===== src/rtl/pong_engine.sv =====
// rtl/pong_engine.sv - Pong game-state engine; PONG_SPEEDUP_EN enables rally-based ball speed-up
module pong_engine #(
  parameter int FRAME_W     = 640,
  parameter int FRAME_H     = 480,
  parameter int BALL_SIZE   = 10,
  parameter int PAD_W       = 12,
  parameter int PAD_H       = 60,
  parameter int PAD1_X      = 13,
  parameter int PAD2_X      = 615,
  parameter int PAD_STEP    = 30,
  parameter int SERVE_DELAY = 60,
  parameter int WIN_SCORE   = 9
) (
  input  logic        CLOCK_25,
  input  logic        RESET_N,
  input  logic        tick,
  input  logic        start,
  input  logic        p1_up,
  input  logic        p1_down,
  input  logic        p2_up,
  input  logic        p2_down,
  output logic [11:0] ball_x,
  output logic [11:0] ball_y,
  output logic [11:0] pad1_y,
  output logic [11:0] pad2_y,
  output logic [3:0]  score1,
  output logic [3:0]  score2,
  output logic [1:0]  state,
  output logic [1:0]  winner
);

  typedef enum logic [1:0] {
    ST_IDLE     = 2'd0,
    ST_SERVE    = 2'd1,
    ST_PLAY     = 2'd2,
    ST_GAMEOVER = 2'd3
  } state_t;

  localparam logic [11:0] BALL_X0 = 12'((FRAME_W - BALL_SIZE) / 2);
  localparam logic [11:0] BALL_Y0 = 12'((FRAME_H - BALL_SIZE) / 2);
  localparam logic [11:0] PAD_Y0  = 12'((FRAME_H - PAD_H) / 2);
  localparam logic [11:0] PAD_MAX = 12'(FRAME_H - PAD_H);
  localparam logic [11:0] STEP    = 12'(PAD_STEP);
  localparam logic [11:0] BALL    = 12'(BALL_SIZE);
  localparam logic [11:0] HALF    = 12'(BALL_SIZE / 2);
  localparam logic [11:0] FW      = 12'(FRAME_W);
  localparam logic [11:0] FH      = 12'(FRAME_H);
  localparam logic [11:0] L_FACE  = 12'(PAD1_X + PAD_W);
  localparam logic [11:0] R_FACE  = 12'(PAD2_X);
  localparam logic [11:0] PH      = 12'(PAD_H);
  localparam logic [11:0] ZSTEP   = 12'(PAD_H / 5);
  localparam logic [11:0] DELAY   = 12'(SERVE_DELAY);
  localparam logic [3:0]  WIN     = 4'(WIN_SCORE);

  // Saturating paddle step; simultaneous up and down cancel out.
  function automatic logic [11:0] pad_move(input logic [11:0] p, input logic up, input logic dn);
    logic [11:0] r;
    r = p;
    if (up && !dn) r = (p >= STEP) ? p - STEP : 12'd0;
    else if (dn && !up) r = (p + STEP > PAD_MAX) ? PAD_MAX : p + STEP;
    return r;
  endfunction

  // Which fifth of the paddle the ball centre struck, clamped to the paddle extent.
  function automatic logic [2:0] zone_of(input logic [11:0] by, input logic [11:0] py);
    logic [11:0] d;
    logic [2:0]  z;
    if (by + HALF < py) d = 12'd0;
    else d = by + HALF - py;
    if (d > PH - 12'd1) d = PH - 12'd1;
    if (d < ZSTEP) z = 3'd0;
    else if (d < ZSTEP * 12'd2) z = 3'd1;
    else if (d < ZSTEP * 12'd3) z = 3'd2;
    else if (d < ZSTEP * 12'd4) z = 3'd3;
    else z = 3'd4;
    return z;
  endfunction

  function automatic logic [11:0] zone_vx(input logic [2:0] z);
    logic [11:0] v;
    case (z)
      3'd0, 3'd4: v = 12'd2;
      3'd1, 3'd3: v = 12'd3;
      default:    v = 12'd4;
    endcase
    return v;
  endfunction

  function automatic logic [11:0] zone_vy(input logic [2:0] z);
    logic [11:0] v;
    case (z)
      3'd0, 3'd4: v = 12'd2;
      3'd1, 3'd3: v = 12'd1;
      default:    v = 12'd0;
    endcase
    return v;
  endfunction

  state_t      state_q, state_d;
  logic [11:0] vx, vy, serve_cnt;
  logic        dir_x, dir_y, serve_dir;   // dir_x 1 = right, dir_y 1 = down, serve_dir 1 = right

  logic [11:0] ball_x_d, ball_y_d, pad1_y_d, pad2_y_d, vx_d, vy_d, serve_cnt_d;
  logic [3:0]  score1_d, score2_d;
  logic [1:0]  winner_d;
  logic        dir_x_d, dir_y_d, serve_dir_d;

  logic        overlap1, overlap2, hit1, hit2, miss1, miss2;
  logic [2:0]  zone;
  logic [11:0] bonus, vx_sum, hit_vx, y_move;
  logic        y_dir;
  logic [3:0]  score1_inc, score2_inc;

  assign state = state_q;

  // Collision predicates all look at pre-move ball and pre-update paddle positions.
  assign overlap1 = (ball_y + BALL > pad1_y) && (ball_y < pad1_y + PH);
  assign overlap2 = (ball_y + BALL > pad2_y) && (ball_y < pad2_y + PH);
  assign hit1  = !dir_x && (ball_x >= L_FACE) && (ball_x - vx < L_FACE) && overlap1;
  assign hit2  = dir_x && (ball_x + BALL <= R_FACE) && (ball_x + BALL + vx > R_FACE) && overlap2;
  assign miss1 = !dir_x && !hit1 && (ball_x < vx);
  assign miss2 = dir_x && !hit2 && (ball_x + BALL + vx > FW);
  assign zone  = zone_of(ball_y, hit2 ? pad2_y : pad1_y);
  assign vx_sum = zone_vx(zone) + bonus;
  assign hit_vx = (vx_sum > 12'd7) ? 12'd7 : vx_sum;
  assign score1_inc = score1 + 4'd1;
  assign score2_inc = score2 + 4'd1;

`ifdef PONG_SPEEDUP_EN
  logic [3:0] rally, rally_d, rally_inc;
  assign rally_inc = (rally == 4'hF) ? rally : rally + 4'd1;
  assign bonus     = {10'd0, rally_inc[3:2]};

  // Rally length: counts paddle hits, cleared whenever a point is scored.
  always_comb begin
    rally_d = rally;
    if (state_q == ST_PLAY && tick) begin
      if (hit1 || hit2) rally_d = rally_inc;
      else if (miss1 || miss2) rally_d = 4'd0;
    end
  end

  // Rally counter register.
  always_ff @(posedge CLOCK_25 or negedge RESET_N) begin
    if (!RESET_N) rally <= 4'd0;
    else rally <= rally_d;
  end
`else
  assign bonus = 12'd0;
`endif

  // Vertical move with top/bottom wall reflection.
  always_comb begin
    y_move = ball_y;
    y_dir  = dir_y;
    if (!dir_y) begin
      if (ball_y < vy) begin
        y_move = 12'd0;
        y_dir  = 1'b1;
      end else begin
        y_move = ball_y - vy;
      end
    end else begin
      if (ball_y + BALL + vy > FH) begin
        y_move = FH - BALL;
        y_dir  = 1'b0;
      end else begin
        y_move = ball_y + vy;
      end
    end
  end

  // Match state machine, ball physics, scoring and paddle movement.
  always_comb begin
    state_d     = state_q;
    ball_x_d    = ball_x;
    ball_y_d    = ball_y;
    pad1_y_d    = pad1_y;
    pad2_y_d    = pad2_y;
    score1_d    = score1;
    score2_d    = score2;
    winner_d    = winner;
    vx_d        = vx;
    vy_d        = vy;
    dir_x_d     = dir_x;
    dir_y_d     = dir_y;
    serve_dir_d = serve_dir;
    serve_cnt_d = serve_cnt;

    if (state_q == ST_SERVE || state_q == ST_PLAY) begin
      pad1_y_d = pad_move(pad1_y, p1_up, p1_down);
      pad2_y_d = pad_move(pad2_y, p2_up, p2_down);
    end

    case (state_q)
      ST_IDLE: begin
        if (start) begin
          state_d     = ST_SERVE;
          serve_dir_d = 1'b0;
          serve_cnt_d = 12'd0;
        end
      end
      ST_SERVE: begin
        if (tick) begin
          serve_cnt_d = serve_cnt + 12'd1;
          if (serve_cnt + 12'd1 >= DELAY) begin
            state_d = ST_PLAY;
            vx_d    = 12'd4;
            vy_d    = 12'd0;
            dir_x_d = serve_dir;
          end
        end
      end
      ST_PLAY: begin
        if (tick) begin
          ball_y_d = y_move;
          dir_y_d  = y_dir;
          if (hit1 || hit2) begin
            ball_x_d = hit1 ? L_FACE : R_FACE - BALL;
            dir_x_d  = hit1;
            vx_d     = hit_vx;
            vy_d     = zone_vy(zone);
            // The centre zone keeps whatever vertical direction the wall logic chose.
            if (zone < 3'd2) dir_y_d = 1'b0;
            else if (zone > 3'd2) dir_y_d = 1'b1;
          end else if (miss1 || miss2) begin
            ball_x_d    = BALL_X0;
            ball_y_d    = BALL_Y0;
            serve_cnt_d = 12'd0;
            // Next serve travels toward whoever just conceded.
            serve_dir_d = miss2;
            if (miss1) score2_d = score2_inc;
            else score1_d = score1_inc;
            if ((miss1 && score2_inc == WIN) || (miss2 && score1_inc == WIN)) begin
              state_d  = ST_GAMEOVER;
              winner_d = miss1 ? 2'd2 : 2'd1;
            end else begin
              state_d = ST_SERVE;
            end
          end else begin
            ball_x_d = dir_x ? ball_x + vx : ball_x - vx;
          end
        end
      end
      ST_GAMEOVER: begin
        if (start) begin
          score1_d    = 4'd0;
          score2_d    = 4'd0;
          winner_d    = 2'd0;
          pad1_y_d    = PAD_Y0;
          pad2_y_d    = PAD_Y0;
          serve_cnt_d = 12'd0;
          state_d     = ST_SERVE;
        end
      end
      default: ;
    endcase
  end

  // Game-state registers.
  always_ff @(posedge CLOCK_25 or negedge RESET_N) begin
    if (!RESET_N) begin
      state_q   <= ST_IDLE;
      ball_x    <= BALL_X0;
      ball_y    <= BALL_Y0;
      pad1_y    <= PAD_Y0;
      pad2_y    <= PAD_Y0;
      score1    <= 4'd0;
      score2    <= 4'd0;
      winner    <= 2'd0;
      vx        <= 12'd4;
      vy        <= 12'd0;
      dir_x     <= 1'b0;
      dir_y     <= 1'b0;
      serve_dir <= 1'b0;
      serve_cnt <= 12'd0;
    end else begin
      state_q   <= state_d;
      ball_x    <= ball_x_d;
      ball_y    <= ball_y_d;
      pad1_y    <= pad1_y_d;
      pad2_y    <= pad2_y_d;
      score1    <= score1_d;
      score2    <= score2_d;
      winner    <= winner_d;
      vx        <= vx_d;
      vy        <= vy_d;
      dir_x     <= dir_x_d;
      dir_y     <= dir_y_d;
      serve_dir <= serve_dir_d;
      serve_cnt <= serve_cnt_d;
    end
  end

endmodule


===== config.mk =====
export PLATFORM = sky130hd
export DESIGN_NAME = pong_engine
export DESIGN_NICKNAME = d
export VERILOG_FILES = /design/src/rtl/pong_engine.sv
export SDC_FILE = /design/constraint.sdc
export NUM_CORES = 1
export LEC_CHECK = 0
export BUFFER_PORTS_ARGS = -buffer_cell sky130_fd_sc_hd__clkbuf_2
export CAP_MARGIN = 40
export CORE_ASPECT_RATIO = 2
export CORE_MARGIN = 2
export CORE_UTILIZATION = 50
export CTS_BUF_LIST = sky130_fd_sc_hd__clkbuf_4
export DETAILED_ROUTE_END_ITERATION = 10
export GPL_TIMING_DRIVEN = 0
export PLACE_DENSITY = 0.78
export SETUP_SLACK_MARGIN = 0.1
export SLEW_MARGIN = 10
export SYNTH_ARGS = -nofsm -noshare
export SYNTH_HDL_FRONTEND = slang
export SYNTH_SLANG_ARGS = --single-unit

===== constraint.sdc =====
create_clock -name CLOCK_25 -period 7 [get_ports CLOCK_25]
set_input_delay 0.7 -clock CLOCK_25 [delete_from_list [all_inputs] [get_ports CLOCK_25]]
set_output_delay 0.7 -clock CLOCK_25 [all_outputs]
set_load 0.05 [all_outputs]

==> results by group <==
Timing
  • Fin. Hold Viols: 0
  • Final period util: between 90% and 100%
  • Max_slew headroom: between 40% and 50%
  • Final min period: 6.65 ns
  • RSZ-0062 raised after global routing: no
  • FMAX: 150 MHz
  • Setup-failing EPs final: 0
  • Worst clock skew: 0.0206 ns
  • Fin. max-slew vios: 0
  • Actual slew at the worst max-slew pin: approximately 0.88 ns

Layout
  • Multi-input logic area: 7430 sq um
  • Final Util: 56.2%
  • Layout fillers: approximately 1.9k
  • Register area: 2010 sq um
  • Share of cells above drive strength 1: 12.7%
  • Final nets: 1508
  • Most common cell after layout, fill and taps aside: o21ai_0
  • Final std cells w/o fill: approximately 1.7k
  • Synth-to-Final Area Change: 9.63%
  • Commonest non-fill, non-tap cells in the layout: o21ai_0, nand2_1, nor2_1

Power and ir drop
  • Peak supply drop: 0.298 mV
  • PwrDens: 550 nW/um^2
  • Leakage Power: between 4 and 5 nW

Synthesis
  • Synth area leader: dfrtp_1
  • Number of flops mapped to enable cells by yosys: 0
  • Cell area after synthesis: 9930 sq um
  • Top cell type's share of synthesized area: 14.6%
  • Top cells by area, synth: dfrtp_1, ha_1, o21ai_0
  • #FFs+latches synth: 79
  • Synth async-reset ratio: 100%
  • Yosys cell types: 93
  • Post-synthesis instance total: 1315
  • Syn. warnings: 0
  • Register area share after synthesis: 20.2%
  • Mapped Avg Cell Area: between 7 and 8 sq um
  • Post-Syn Nets: 1426
  • Top FF cell, synth: dfrtp_1

Worst setup path
  • Arr. time, crit path: 7.01 ns
  • FF-to-FF End: dir_y$_DFFE_PN0P_
  • FF-to-FF path depth: 26
  • WP data required: 7.36 ns
  • Reg2Reg Setup Slack: 0.35 ns
  • Setup crit start kind: register
  • CP Max Fanout: 10
  • RR Startpoint: ball_y[1]$_DFFE_PN1P_
  • Critical path class: register to register
  • CP Capture Type: register

Die
  • Die X: 104 microns
  • Initial Util: 51.2%
  • Die footprint: between 20000 and 25000 sq um
  • Die height: between 200 and 250 microns
  • Site row count: between 70 and 80
  • I/O pin cnt: 68
  • CORE AREA: between 15000 and 20000 sq um

Global route
  • GRT overflow: 0
  • Vias in the first global route: 10.8k
  • Total track usage: 34.1%
  • Antenna violations before repair: 1
  • First-pass GRT wire length: 57000 microns
  • Largest net degree at the start of global routing: 57

Detailed routing
  • Iteration-0 DRC count of the detailed router: roughly 980
  • Routed WL: 36000 microns
  • First-pass detailed-route iteration total: 6
  • Vias/cell: roughly 6.6
  • Residual DRC: 0
  • Wire per inst: 21.7 microns
  • DRT antenna net count: 0
  • DR vias: between 10k and 15k

Placement
  • Gpl congestion: 1.01
  • Post-DP HPWL: 27500 microns
  • I/O Buffers: between 60 and 70
  • Placed Instances: 1640

Clocking
  • Maximum root-to-sink buffer count: 2
  • CTS HTree Levels: 3
  • Clock slew at reported path FFs: 0.15 ns
  • TritonCTS Buffers: 9
  • CTS tree: yes
  • Clock Latency Late Sink: 0.50 ns
  • Root Driver: clkbuf_4
  • CTS sink cnt: 79

Worst hold path
  • Worst Hold Class: primary input to async pin

Status
  • Run status: finished clean

Run
  • Max-cap violations: 0
==> worst max path at each step <==
stage	endpoint	cells after the start	from	slack [ns]
floorplan	dir_y$_DFFE_PN0P_	27	ball_y[1]$_DFFE_PN1P_	0.94
global placement	dir_y$_DFFE_PN0P_	27	ball_y[2]$_DFFE_PN0P_	-0.64
detailed placement	dir_y$_DFFE_PN0P_	26	ball_y[1]$_DFFE_PN1P_	-0.74
CTS	dir_y$_DFFE_PN0P_	27	ball_y[1]$_DFFE_PN1P_	0.13
global route	dir_y$_DFFE_PN0P_	26	ball_y[1]$_DFFE_PN1P_	0.14
finish	dir_y$_DFFE_PN0P_	26	ball_y[1]$_DFFE_PN1P_	0.35
==> what timing repair did <==
item | in CTS | in global routing
gates resized for setup | 11 | 14
setup endpoints to repair | 5 | 5
hold buffers | 0 | 0
hold endpoints to repair | 0 | 0
pin swaps | 0 | 3
cloned | 0 | 0
buffers inserted | 0 | 5
==> layer usage <==
layer	vias to the layer above	global-route usage, %	share of wire (%)
met4	0	27.6	9.7
li1	5030	-	-
met2	589	62.4	51
met3	228	5.27	6.6
met1	5161	33.8	33
met5	-	0	0
==> critical path, cell delays in order, from the launching register on <==
cell      delay (ns)
dfstp_4         0.70
ha_1            0.15
clkbuf_2        0.22
o21ai_0         0.17
xnor2_2         0.33
inv_1           0.18
ha_1            0.33
a41oi_1         0.22
o21ai_0         0.11
a221oi_1        0.40
a211oi_1        0.16
nand3_1         0.18
a31o_2          0.25
buf_2           0.30
clkbuf_4        0.29
a21oi_1         0.12
ha_1            0.37
and3_1          0.17
a211oi_2        0.27
a21oi_1         0.18
o31ai_2         0.32
a21oi_1         0.13
xnor2_1         0.15
nand3_1         0.19
nor4bb_4        0.37
o2bb2a_1        0.20
o31ai_1         0.07
==> report_power, final <==
group	internal (mW)	total [mW]	switching [mW]
Combinational	1.63	4.79	3.16
Sequential	0.631	0.892	0.261
Clock	0.112	0.304	0.192
Total	2.37	5.99	3.62
==> cell families after synthesis <==
family | Yosys count | share of synthesized area [%]
muxes | 13 | 1.34
AOI/OAI and AO/OA | 445 | 30.0
adders and majority gates | 103 | 13.5
and+or+nand+nor | 466 | 23.3
DFF | 79 | 20.2
xor gates and xnor gates | 64 | 5.91
buffers and inverters | 145 | 5.74
==> through the flow <==
stage	hold slack, ns	instance area (sq um)	power [mW]	TNS, ns	setup slack, ns
finish	0.135	10900	5.99	0	0.350
global placement	0.496	10600	5.33	-1.98	-0.635
detailed placement	0.495	10600	5.43	-2.54	-0.741
floorplan	0.404	9930	4.23	0	0.939
global route	0.129	10900	6.44	0	0.141
CTS	0.117	10800	5.80	0	0.130
==> state kept, by name, indices dropped and copies added (netlist names), 3 cells and up <==
register and cells:
score2 4, pad1_y 12, ball_y 12, vx 3, pad2_y 12, ball_x 12, score1 4, serve_cnt 12
==> synth_stat cells (14+ instances only) <==
master,number
a211oi_1,20
a21o_1,21
a21oi_1,78
a31oi_1,21
and2_1,15
and3_1,15
clkbuf_1,56
dfrtp_1,58
dfstp_2,21
ha_1,96
inv_1,71
nand2_1,123
nand2b_1,20
nand3_1,43
nand4_1,25
nor2_1,108
nor2b_1,15
nor3_1,42
o211ai_1,14
o21ai_0,132
o31ai_1,17
xnor2_1,50
==> final cells by class <==
cell class	instances	share of cell area, %
sequential	79	18.5
buffer	69	2.69
multi-input combinational	1091	68.3
timing repair buffer	72	3.68
clock inverter	6	0.552
clock buffer	10	0.690
tap	259	2.98
antenna	1	0.0230
inverter	75	2.62
No activity file was read; power rests on OpenSTA's default activity.
